===== src/rtl/countup_timer.sv =====
// countup_timer: seconds count-up timer with a pause/resume/clear FSM.
// CU counts counted ticks from 0 up to LIMIT. It stops in DONE and holds there
// until a start reloads it or a clear returns it to IDLE. tens and ones are a
// registered BCD copy of CU that is updated on the same edge as CU.
module countup_timer #(
    parameter logic [4:0] LIMIT = 5'd30   // terminal count in ticks, 1..31
) (
    input  logic       CK,
    input  logic       rst,
    input  logic       tick,
    input  logic       start,
    input  logic       pause,
    input  logic       clear,
    output logic [4:0] CU,
    output logic [3:0] tens,
    output logic [3:0] ones,
    output logic       running,
    output logic       cu_done,
    output logic       done_pulse,
    output logic [1:0] state_dbg
);

    // Control semantics: tick, start, pause and clear are level-sampled at
    // every rising CK edge. There is no handshake, and a control held high
    // acts on each edge it is seen. When several controls are high on the
    // same edge, rst wins over clear, clear over start, start over pause,
    // and pause over tick. A lower-priority control that loses is dropped.

    typedef enum logic [1:0] {
        ST_IDLE   = 2'd0,
        ST_RUN    = 2'd1,
        ST_PAUSED = 2'd2,
        ST_DONE   = 2'd3
    } state_t;

    localparam logic [4:0] LIMIT_M1 = LIMIT - 5'd1;

    state_t     state_q, state_d;
    logic [4:0] cu_q, cu_d;
    logic [3:0] tens_q, tens_d;
    logic [3:0] ones_q, ones_d;
    logic       pulse_q, pulse_d;

    // Binary 0..31 to two BCD digits by subtracting the tens boundaries.
    function automatic logic [7:0] to_bcd(input logic [4:0] v);
        logic [3:0] t;
        logic [4:0] r;
        t = 4'd0;
        r = v;
        if (v >= 5'd30) begin
            t = 4'd3;
            r = v - 5'd30;
        end else if (v >= 5'd20) begin
            t = 4'd2;
            r = v - 5'd20;
        end else if (v >= 5'd10) begin
            t = 4'd1;
            r = v - 5'd10;
        end
        return {t, r[3:0]};
    endfunction

    // Next-state, next-count and completion pulse, following the control priority above.
    always_comb begin
        state_d = state_q;
        cu_d    = cu_q;
        pulse_d = 1'b0;
        if (clear) begin
            state_d = ST_IDLE;
            cu_d    = 5'd0;
        end else begin
            case (state_q)
                ST_IDLE: begin
                    if (start) begin
                        state_d = ST_RUN;
                        cu_d    = 5'd0;
                    end
                end
                ST_DONE: begin
                    if (start) begin
                        state_d = ST_RUN;
                        cu_d    = 5'd0;
                    end
                end
                ST_PAUSED: begin
                    // Resume keeps the frozen count.
                    if (start) begin
                        state_d = ST_RUN;
                    end
                end
                ST_RUN: begin
                    // start is meaningless while running, so pause is evaluated next.
                    if (pause) begin
                        state_d = ST_PAUSED;
                    end else if (tick) begin
                        if (cu_q >= LIMIT_M1) begin
                            cu_d    = LIMIT;
                            state_d = ST_DONE;
                            pulse_d = 1'b1;
                        end else begin
                            cu_d = cu_q + 5'd1;
                        end
                    end
                end
                default: begin
                    state_d = ST_IDLE;
                    cu_d    = 5'd0;
                end
            endcase
        end
    end

    // The BCD digits are taken from the next count so they land on the same edge as CU.
    always_comb begin
        tens_d = 4'd0;
        ones_d = 4'd0;
        {tens_d, ones_d} = to_bcd(cu_d);
    end

    // State, count, digits and pulse registers with synchronous reset.
    always_ff @(posedge CK) begin
        if (rst) begin
            state_q <= ST_IDLE;
            cu_q    <= 5'd0;
            tens_q  <= 4'd0;
            ones_q  <= 4'd0;
            pulse_q <= 1'b0;
        end else begin
            state_q <= state_d;
            cu_q    <= cu_d;
            tens_q  <= tens_d;
            ones_q  <= ones_d;
            pulse_q <= pulse_d;
        end
    end

    assign CU         = cu_q;
    assign tens       = tens_q;
    assign ones       = ones_q;
    assign done_pulse = pulse_q;
    assign running    = (state_q == ST_RUN);
    assign cu_done    = (state_q == ST_DONE);
    assign state_dbg  = state_q;

endmodule


===== config.mk =====
export PLATFORM = sky130hd
export DESIGN_NAME = countup_timer
export DESIGN_NICKNAME = d
export VERILOG_FILES = /design/src/rtl/countup_timer.sv
export SDC_FILE = /design/constraint.sdc
export NUM_CORES = 1
export LEC_CHECK = 0
export BUFFER_PORTS_ARGS = -buffer_cell sky130_fd_sc_hd__buf_2
export CAP_MARGIN = 30
export CORE_MARGIN = 2
export CORE_UTILIZATION = 50
export CTS_BUF_LIST = sky130_fd_sc_hd__clkbuf_16
export DETAILED_ROUTE_END_ITERATION = 8
export PLACE_DENSITY = 0.81
export SYNTH_ARGS = -nofsm -noshare
export SYNTH_HDL_FRONTEND = slang
export SYNTH_SLANG_ARGS = --single-unit

===== constraint.sdc =====
create_clock -name CK -period 4.33 [get_ports CK]
set_input_delay 1.0825 -clock CK [delete_from_list [all_inputs] [get_ports CK]]
set_output_delay 1.0825 -clock CK [all_outputs]
set_load 0.02 [all_outputs]

* Word-level counts from Yosys, hierarchy flattened
Index checks and enable logic that the tools add are counted.
** Storage, ports and cells
- Bits in registers :: 16
- Bits in latches :: 0
- Bits in writable memories :: 0
- Bits in read-only memories :: 0
- Bits of input ports :: 6
- Output and inout port bits :: 18
- Logic and storage cells :: 47
- Memories kept :: 0
** Cells by class
- Add/sub/neg operators :: 4
- Multiply operators :: 0
- Div/mod/pow operators :: 0
- $lt $le $gt $ge :: 4
- Equality and inequality tests :: 6
- Shifts and indexed selects :: 0
- Multiplexer cells :: 18
- Bitwise operators :: 2
- Reductions and logical operators :: 7
** Operators with widths (number)
- 5-bit two-way mux :: 5
- 5-bit >= comparator (second input constant) :: 3
- 2-bit two-way mux :: 6
- 4-bit two-way mux :: 3
- 5-bit case mux with 2 select lines :: 1
- 4-bit subtractor (second input constant) :: 2
- 3-bit OR reduction :: 2
- 5-bit by 1-bit adder with 5-bit output (second input constant) :: 1
- 5-bit by 4-bit >= comparator with 1-bit output (second input constant) :: 1
- 5-bit OR reduction :: 1
- 2-bit == test (second input constant) :: 2
- 2-bit case mux with 2 select lines :: 1
- 2-bit OR reduction :: 2
- 4-bit by 3-bit subtractor with 4-bit output (second input constant) :: 1
- 3-bit by 2-bit inequality test with 1-bit output (second input constant) :: 1
- 3-bit inequality test (second input constant) :: 1
- 3-bit AND reduction :: 1
- 2-bit by 1-bit == test with 1-bit output (second input constant) :: 1
- 2-bit logical NOT :: 1
- 1-bit two-way mux :: 2
- 2-bit by 1-bit inequality test with 1-bit output (second input constant) :: 1
- 1-bit inverter :: 2

* Logic depth before layout (Yosys ltp)
Gate-level depths: netlist of the first run.
- Word-level depth :: 10
- Mapped depth :: 13

* Worst setup path after synthesis of the first run
OpenSTA, ideal clock, no wires.
- Path kind :: input-to-reg
- Start point :: input port tick
- End point :: register ones_q[1] (netlist: ones[1])
- Setup time :: 0.059 ns
- Arrival :: 2.965 ns
- Required time :: 4.271 ns
- Slack :: 1.306 ns
- Cell stages on the path :: 11
- Path buffers :: 0
- Path through :: nor2b_1 a21oi_1 o31ai_1 nand2_1 ha_1 nand4_1 o221ai_1 o21ai_2 o21ai_2 a211oi_1 a41o_1
** On the way
- Longest elaborated chain between the ends :: 8
- Elaborated cells on any way between the ends :: 13
- Those cells by class :: add/sub (3); order compare (3); mux (7)
** Ends and longest elaborated chain
- from (decl) :: RTL line 10 : input logic tick,
- 5-bit two-way mux * :: RTL line 95 : end else if (tick) begin
- 5-bit two-way mux * :: RTL line 93 : if (pause) begin
- 5-bit case mux with 2 select lines * :: RTL line 72 : case (state_q)
- 5-bit two-way mux * :: RTL line 68 : if (clear) begin
- 4-bit subtractor or 5-bit by 4-bit >= comparator with 1-bit output (tied branches) :: RTL line 58, 56
- 4-bit two-way mux :: RTL line 56 : end else if (v >= 5'd10) begin
- 4-bit two-way mux :: RTL line 53 : end else if (v >= 5'd20) begin
- 4-bit two-way mux * :: RTL line 50 : if (v >= 5'd30) begin
- to (signal assigned) :: RTL line 132 : ones_q <= ones_d;
- to (decl) :: RTL line 41 : logic [3:0] ones_q, ones_d;
Mark *: on every way between the ends. The rest lies on a longest branch, timed or not.
A chain may end at the register's enable or synchronous reset.

* Worst setup path after layout of the first run
Same ends and word-level chain as after synthesis.

==> impl_metrics.toml, run 1 <==
[clock_tree]
cts_max_level = 1
clock_latency_ps = 250
cts.clk_slew.worst_paths_ps = 40
cts.path.max_buffers = 2
cts_tree = "done"
cts_setup_buffers = 0
cts_inserted_buffers = 3
hold_buffers = 0
ctsRootBufferMaster = "clkbuf_16"
cts_sinks = 13
cts_resized = 0

[routing]
drt_iter0_drc = 17
wl_per_cell_um = 14.8
drcViolationCount = 0
num_vias = 1080
via_per_inst = 6.17
first_pass_iters = 4
route.antenna.remaining_nets = 0
drt-total-wl_um = 2590

[finish]
design_area_um2 = 1270
diodes = 0
synthToLayoutAreaGrowth_pct = 18.0
fillCellCount = 172
fin_nets = 166
final_core_util_pct = 63.6
drive_above_1_share_pct = 24.3

[floorplanning]
ios = 24
dieWidth_um = 50.5
die-height_um = 50.5
fp.dieArea_um2 = 2550
initial_core_util_pct = 53.9
core_area_um2 = 2000
rows = 16

[yosys]
yosysSeqAreaShare_pct = 24.1
synth-compound-area-share_pct = 30.7
synth_xor_area_share_pct = 0
synth_common_cells = "dfxtp_1, ha_1, nor2_1, inv_1, nand3_1"
async_flop_share_pct = 0
synth-warning-count = 0
synthSimpleGateAreaFrac_pct = 26.1
ys_ff_latch = 13
synth-adder-area-share_pct = 12.7
syn_inst = 126
synth.mux.area_fraction_pct = 0
synth_top_family_by_area = "compound AO/OA/AOI/OAI gates"
yosysUniqueCellTypes = 47
synth_area_per_cell_um2 = 8.57
ys.flop_type = "dfxtp_1"
syn_area_um2 = 1080
synth.top_cell.area_share_pct = 24.1
synth.area.top_cells = "dfxtp_1, ha_1, nand4_1, nor2_1, nand3_1"
yosysTopAreaCell = "dfxtp_1"
synth_most_common_cell = "dfxtp_1"
synth-edff-count = 0

[worst_setup_path]
worst-setup-path-type = "input pin to flop"
arrival_ps = 3540
required_ps = 4520
crit_path_start_kind = "input pin"
crit_fanout = 8
cp-end-kind = "flop"

[pwr]
p_leak_nw = 0.544
vdd_drop_max_v = 0.000203
power.total_w = 0.000330
power_density_nw_per_um2 = 259

[outcome]
status = "completed"

[global_routing]
grt-ovfl-total = 0
grt_max_degree = 11
grt_pass1_vias = 1012
grt_pass1_wl_um = 4310
antenna_found_initial = 0
grt_use_total_pct = 22.2

[timing]
post-route-period-util_pct = 77.4
layout_min_cycle_time_ps = 3350
clock.fmax_mhz = 298
slew_violations = 0
hold_ws_ps = 566
setup_violations = 0
fin_skew_ps = 5.19
hold_viol = 0
grt_setup_unrepaired = "no"
tns_ps = 0

[placed_design]
hpwl_um = 1970
place_congestion = 0.890
io_buffers = 21
dpl_cell_area_um2 = 1190

[flow_run]
maxCapViolCount = 0

[worst_hold_path]
hold_path_class = "flop to flop"
-- metrics by stage --
step	std cells	worst slack, ps
2_1_floorplan	127	1310
3_3_place_gp	171	967
3_5_place_dp	171	817
4_1_cts	175	1020
5_1_grt	175	732
6_report	175	978
-- power by group --
part           internal, W  switching, W   total, W
logic            0.0000114     0.0000229  0.0000344
clock network     0.000122     0.0000516   0.000173
registers         0.000121    0.00000133   0.000122
total             0.000254     0.0000759   0.000330
-- cell families after synthesis --
logic type / count (synthesis)
AOI/OAI and AO/OA: 36
adders and majority gates: 11
buffers and inverters: 14
DFF: 13
other: 1
and+or+nand+nor: 51
-- path summary, 6_finish.rpt --
path / from / end / slack [ps] / cells past startpoint
worst max-delay path: tick / ones[1] / 980 / 12
worst min register to register: state_dbg[1] / state_dbg[1] / 570 / 2
worst max register to register: state_dbg[0] / ones[1] / 1170 / 13
worst min-delay path: state_dbg[1] / state_dbg[1] / 570 / 2
-- final cells by class --
type                       instances  area, um2  area share [%]
inverter                          10       37.5            2.95
clock buffer                       3       75.1            5.89
clock inverter                     1       3.75           0.295
tap                               27       33.8            2.65
multi-input combinational        100        758            59.5
sequential                        13        260            20.4
timing repair buffer              21        105            8.25
-- state kept, by name, summed over array words and instances (netlist names) --
| name | count |
|---|---|
| tens | 2 |
| state_dbg | 2 |
| done_pulse | 1 |
| ones | 3 |
| CU | 5 |
-- per-layer routing --
| layer | global-route usage, % | up-vias | routed length [um] |
|---|---|---|---|
| li1 | - | 529 | - |
| met1 | 26.4 | 499 | 1140 |
| met2 | 36.2 | 42 | 1200 |
| met3 | 4.46 | 10 | 163 |
| met4 | 14.0 | 0 | 85 |
| met5 | 0 | - | 0 |
-- critical path: stages --
cell and delay, ps:
buf_2 150, nor2b_1 270, a21oi_1 70, o31ai_1 390, nand2_1 290, ha_1 350, nand4_1 110, o221ai_1 130
o21ai_2 210, o21ai_2 100, a211oi_1 270, a41o_1 120
-- layout by cell type (no fill, tap or decap), types with 2 or more instances in the layout --
cell type  Yosys  layout
a2111oi_0      2       2
a211oi_2       2       2
a21oi_1        2       2
and2_1         4       4
buf_2          0      21
clkbuf_16      0       3
conb_1         1       2
dfxtp_1       13      13
ha_1          11      11
inv_1          9      10
nand2_1        6       6
nand2b_1       3       3
nand3_1        7       7
nand4_1        6       6
nor2_1        10      10
nor2b_1        3       3
nor3_1         5       5
o211ai_1       2       2
o21a_1         2       2
o21ai_0        4       4
o21ai_2        2       2
o22ai_1        2       2
o31ai_1        2       2
(Power assumes the default switching activity.)
==> run 2, diff against run 1 <==
clock period = 3.33 ns   (was 4.33 ns; I/O delays follow)
==> impl_metrics.toml, run 2 (synthesis results as in run 1) <==
[clock_tree]
cts_tree = "done"
hold_buffers = 0
cts_sinks = 13
clock_latency_ps = 250
cts.clk_slew.worst_paths_ps = 40
cts_inserted_buffers = 3
ctsRootBufferMaster = "clkbuf_16"
cts_max_level = 1
cts_resized = 0
cts_setup_buffers = 0
cts.path.max_buffers = 2

[timing]
tns_ps = 0
hold_viol = 0
setup_violations = 0
post-route-period-util_pct = 91.0
fin_skew_ps = 5.80
layout_min_cycle_time_ps = 3030
hold_ws_ps = 571
grt_setup_unrepaired = "no"
clock.fmax_mhz = 330
slew_violations = 0

[worst_setup_path]
cp-end-kind = "flop"
crit_chain = "inv_1, ha_1, nor2b_1, a21oi_1, o31ai_1, nand2_2, ha_1, nand4_1, o221ai_1, o21ai_2, o21ai_2, a211oi_1, a41o_1"
reg2reg_slack_ps = 300
crit_fanout = 8
arrival_ps = 3220
worst-setup-path-type = "flop to flop"
crit_path_start_kind = "flop"
regToRegEndpoint = "ones[1]"
slowest_stage = "dfxtp_1"
required_ps = 3520
critPathMaxStageDelay_ps = 420
regToRegStartpoint = "state_dbg[0]"
r2r_cells = 13

[pwr]
p_leak_nw = 0.560
power.total_w = 0.000435
power_density_nw_per_um2 = 335
vdd_drop_max_v = 0.000257

[finish]
most-common-layout-cells = "buf_2, dfxtp_1, ha_1"
fillCellCount = 182
largest_reg_flops = 5
drive_above_1_share_pct = 26.5
fin_nets = 169
mostFrequentLayoutCell = "buf_2"
synthToLayoutAreaGrowth_pct = 20.3
diodes = 0
design_area_um2 = 1300

[worst_hold_path]
hold_path_class = "flop to flop"
hold_start = "state_dbg[1]"
hold_end = "state_dbg[1]"
whs_path_depth = 2

[floorplanning]
die-height_um = 50.5
ios = 24
core_area_um2 = 2000
initial_core_util_pct = 53.9
rows = 16
dieWidth_um = 50.5
fp.dieArea_um2 = 2550

[global_routing]
grt_pass1_vias = 1026
grt_use_total_pct = 23.2
antenna_found_initial = 0
grt_max_degree = 11
grt_pass1_wl_um = 4510
grt-ovfl-total = 0

[flow_run]
maxCapViolCount = 0

[routing]
wl_per_cell_um = 15.1
first_pass_iters = 4
drt-total-wl_um = 2690
drt_iter0_drc = 39
drcViolationCount = 0
num_vias = 1047
via_per_inst = 5.88
route.antenna.remaining_nets = 0

[placed_design]
io_buffers = 21
dpl_cell_area_um2 = 1220
hpwl_um = 2060
place_congestion = 0.882

[outcome]
status = "completed"
[run 2: cell types whose count changed in the layout (fill, tap and decap cells not counted), sizes merged]
cell,change
buf,+3
[run 2: worst max-delay path by stage]
stage / startpoint / endpoint / cells past startpoint
final: state_dbg[0] / ones[1] / 13
after global routing: state_dbg[0] / ones[1] / 13
after CTS: state_dbg[0] / ones[1] / 13
after detailed placement: tick / ones[1] / 12
after global placement: pause / ones[2] / 11
after floorplan: state_dbg[0] / ones[1] / 12
[run 2: layout make-up]
class                      count  area, um2  area share, %
inverter                      10       37.5           2.89
multi-input combinational    100        761           58.6
tap                           27       33.8           2.60
clock buffer                   3       75.1           5.78
sequential                    13        260           20.0
clock inverter                 1       3.75          0.289
timing repair buffer          24        128           9.83
[run 2: per-layer routing]
layer  vias to the layer above  part of all wire (%)  GRT usage, %
met5                         -                     0             0
met4                         0                   2.3          11.3
met3                         9                   6.0          3.57
met2                        41                    48          39.7
met1                       473                    44          28.1
li1                        524                     -             -
[run 2: worst max-delay path: cells and delay by family (launching register included)]
kind	cells	cell delay [ps]
adder cells (fa/ha/maj)	2	630
AO/OA/AOI/OAI	7	1310
AND/OR/NAND/NOR	3	540
buffers and inverters	1	70
flip-flops	1	420
[run 2: power breakdown]
| part | leakage [nW] | internal, W | switching (W) | total (W) |
|---|---|---|---|---|
| combinational | 0.413 | 0.0000164 | 0.0000305 | 0.0000469 |
| clock | 0.0423 | 0.000159 | 0.0000707 | 0.000229 |
| sequential | 0.105 | 0.000157 | 0.00000170 | 0.000159 |
| total | 0.560 | 0.000332 | 0.000103 | 0.000435 |
[run 2: through the flow]
stage | worst slack [ps] | utilization [%] | std cells
3_3_place_gp | 298 | 60.8 | 174
5_1_grt | 50.8 | 64.9 | 178
6_report | 301 | 64.9 | 178
2_1_floorplan | 486 | - | 127
4_1_cts | 288 | 64.8 | 178
3_5_place_dp | 145 | 60.8 | 174
==> run 3, diff against run 2 <==
==> constraint.sdc (replaced) <==
create_clock -name CK -period 3.33 [get_ports CK]
set_input_delay 0.1665 -clock CK [delete_from_list [all_inputs] [get_ports CK]]
set_output_delay 0.1665 -clock CK [all_outputs]
set_load 0.02 [all_outputs]
==> impl_metrics.toml, run 3 (synthesis results as in run 1) <==
[finish]
largest_reg_flops = 5
fillCellCount = 187
fin_cells = 176
multi_input_comb_area_um2 = 766
most-common-layout-cells = "buf_2, dfxtp_1, ha_1"
final-seq-area_um2 = 260
fin_nets = 167
mostFrequentLayoutCell = "buf_2"
final_core_util_pct = 64.4
synthToLayoutAreaGrowth_pct = 19.4
drive_above_1_share_pct = 26.2
diodes = 0

[floorplanning]
core_area_um2 = 2000
fp.dieArea_um2 = 2550
rows = 16
ios = 24
die-height_um = 50.5
initial_core_util_pct = 53.9
dieWidth_um = 50.5

[routing]
drcViolationCount = 0
first_pass_iters = 4
num_vias = 1102
wl_per_cell_um = 16.0
drt_iter0_drc = 56
via_per_inst = 6.26
route.antenna.remaining_nets = 0
drt-total-wl_um = 2810

[pwr]
power.total_w = 0.000432
p_leak_nw = 0.551
vdd_drop_max_v = 0.000247
power_density_nw_per_um2 = 335
seqPwrFrac_pct = 36.8
p_comb_share_pct = 11.0
p_sw_w = 0.000100
p_sw_share_pct = 23.2
p_clk_share_pct = 52.2
intPower_w = 0.000332

[worst_setup_path]
required_ps = 3510
arrival_ps = 3230
crit_path_start_kind = "flop"
cp-end-kind = "flop"
crit_fanout = 7
critPathMaxStageDelay_ps = 430
crit_chain = "inv_1, ha_1, nor2b_1, nand2_1, o32ai_4, inv_1, ha_1, nand4_1, o221ai_1, o21ai_2, o21ai_2, a211oi_1, a41o_1"
worst-setup-path-type = "flop to flop"
reg2reg_slack_ps = 280
slowest_stage = "dfxtp_1"

[timing]
layout_min_cycle_time_ps = 3050
hold_ws_ps = 233
post-route-period-util_pct = 91.5
clock.fmax_mhz = 328
slew_violations = 0
grt_setup_unrepaired = "no"
hold_viol = 0
setup_violations = 0
fin_skew_ps = 6.62
tns_ps = 0

[outcome]
status = "completed"

[global_routing]
grt_max_degree = 11
grt-ovfl-total = 0
grt_pass1_vias = 995
grt_pass1_wl_um = 4520
antenna_found_initial = 0
grt_use_total_pct = 22.9

[clock_tree]
cts.path.max_buffers = 2
cts.clk_slew.worst_paths_ps = 40
cts_max_level = 1
cts_setup_buffers = 0
cts_inserted_buffers = 3
clock_latency_ps = 240
cts_tree = "done"
ctsRootBufferMaster = "clkbuf_16"
cts_sinks = 13

[placed_design]
io_buffers = 21
dp.cells = 172
hpwl_um = 2020
place_congestion = 0.952

[worst_hold_path]
hold_path_class = "input pin to flop"

[flow_run]
maxCapViolCount = 0
[run 3: worst max-delay path, delay by kind of cell (launching register included)]
kind,cells,cell delay (ps)
AO/OA/AOI/OAI,6,1210
flip-flops,1,430
AND/OR/NAND/NOR,3,530
buffers and inverters,2,240
adder cells (fa/ha/maj),2,580
[run 3: path summary, 6_finish.rpt]
| path | cells past startpoint | end | from |
|---|---|---|---|
| worst max-delay path | 13 | ones[1] | state_dbg[0] |
| worst max register to register | 13 | ones[1] | state_dbg[0] |
| worst min register to register | 2 | state_dbg[1] | state_dbg[1] |
| worst min-delay path | 2 | CU[4] | rst |
[run 3: layout make-up]
cell class	instances	share of cell area [%]
multi-input cells	100	59.4
flip-flops and latches	13	20.2
repair buffers	22	8.74
clock buffers	3	5.83
inverters	10	2.91
well taps	27	2.62
clock inverters	1	0.291
[run 3: what timing repair did]
action                                  4_1_cts  5_1_grt
resized for setup                             0        2
hold buffers                                  0        0
endpoints found under the setup margin        0        1
[run 3: power groups by stage]
stage | clock network, W | registers, W | logic (W)
2_1_floorplan | 0 | 0.000163 | 0.0000312
3_3_place_gp | 0 | 0.000162 | 0.0000438
3_5_place_dp | 0 | 0.000162 | 0.0000451
4_1_cts | 0.000227 | 0.000159 | 0.0000456
5_1_grt | 0.000237 | 0.000159 | 0.0000512
6_report | 0.000225 | 0.000159 | 0.0000474
[run 3: metrics by stage]
stage	setup slack (ps)	instance area, um2
2_1_floorplan	486	1080
3_3_place_gp	439	1200
3_5_place_dp	297	1200
4_1_cts	244	1280
5_1_grt	69.9	1290
6_report	282	1290
[run 3: metal layers]
metal  vias to the layer above  share of wire, %  global-route usage [%]
met5                         -                 0                       0
met4                         0               2.2                    8.56
met3                        10               8.6                    3.57
met2                        70                50                    39.5
met1                       497                39                    28.7
li1                        525                 -                       -
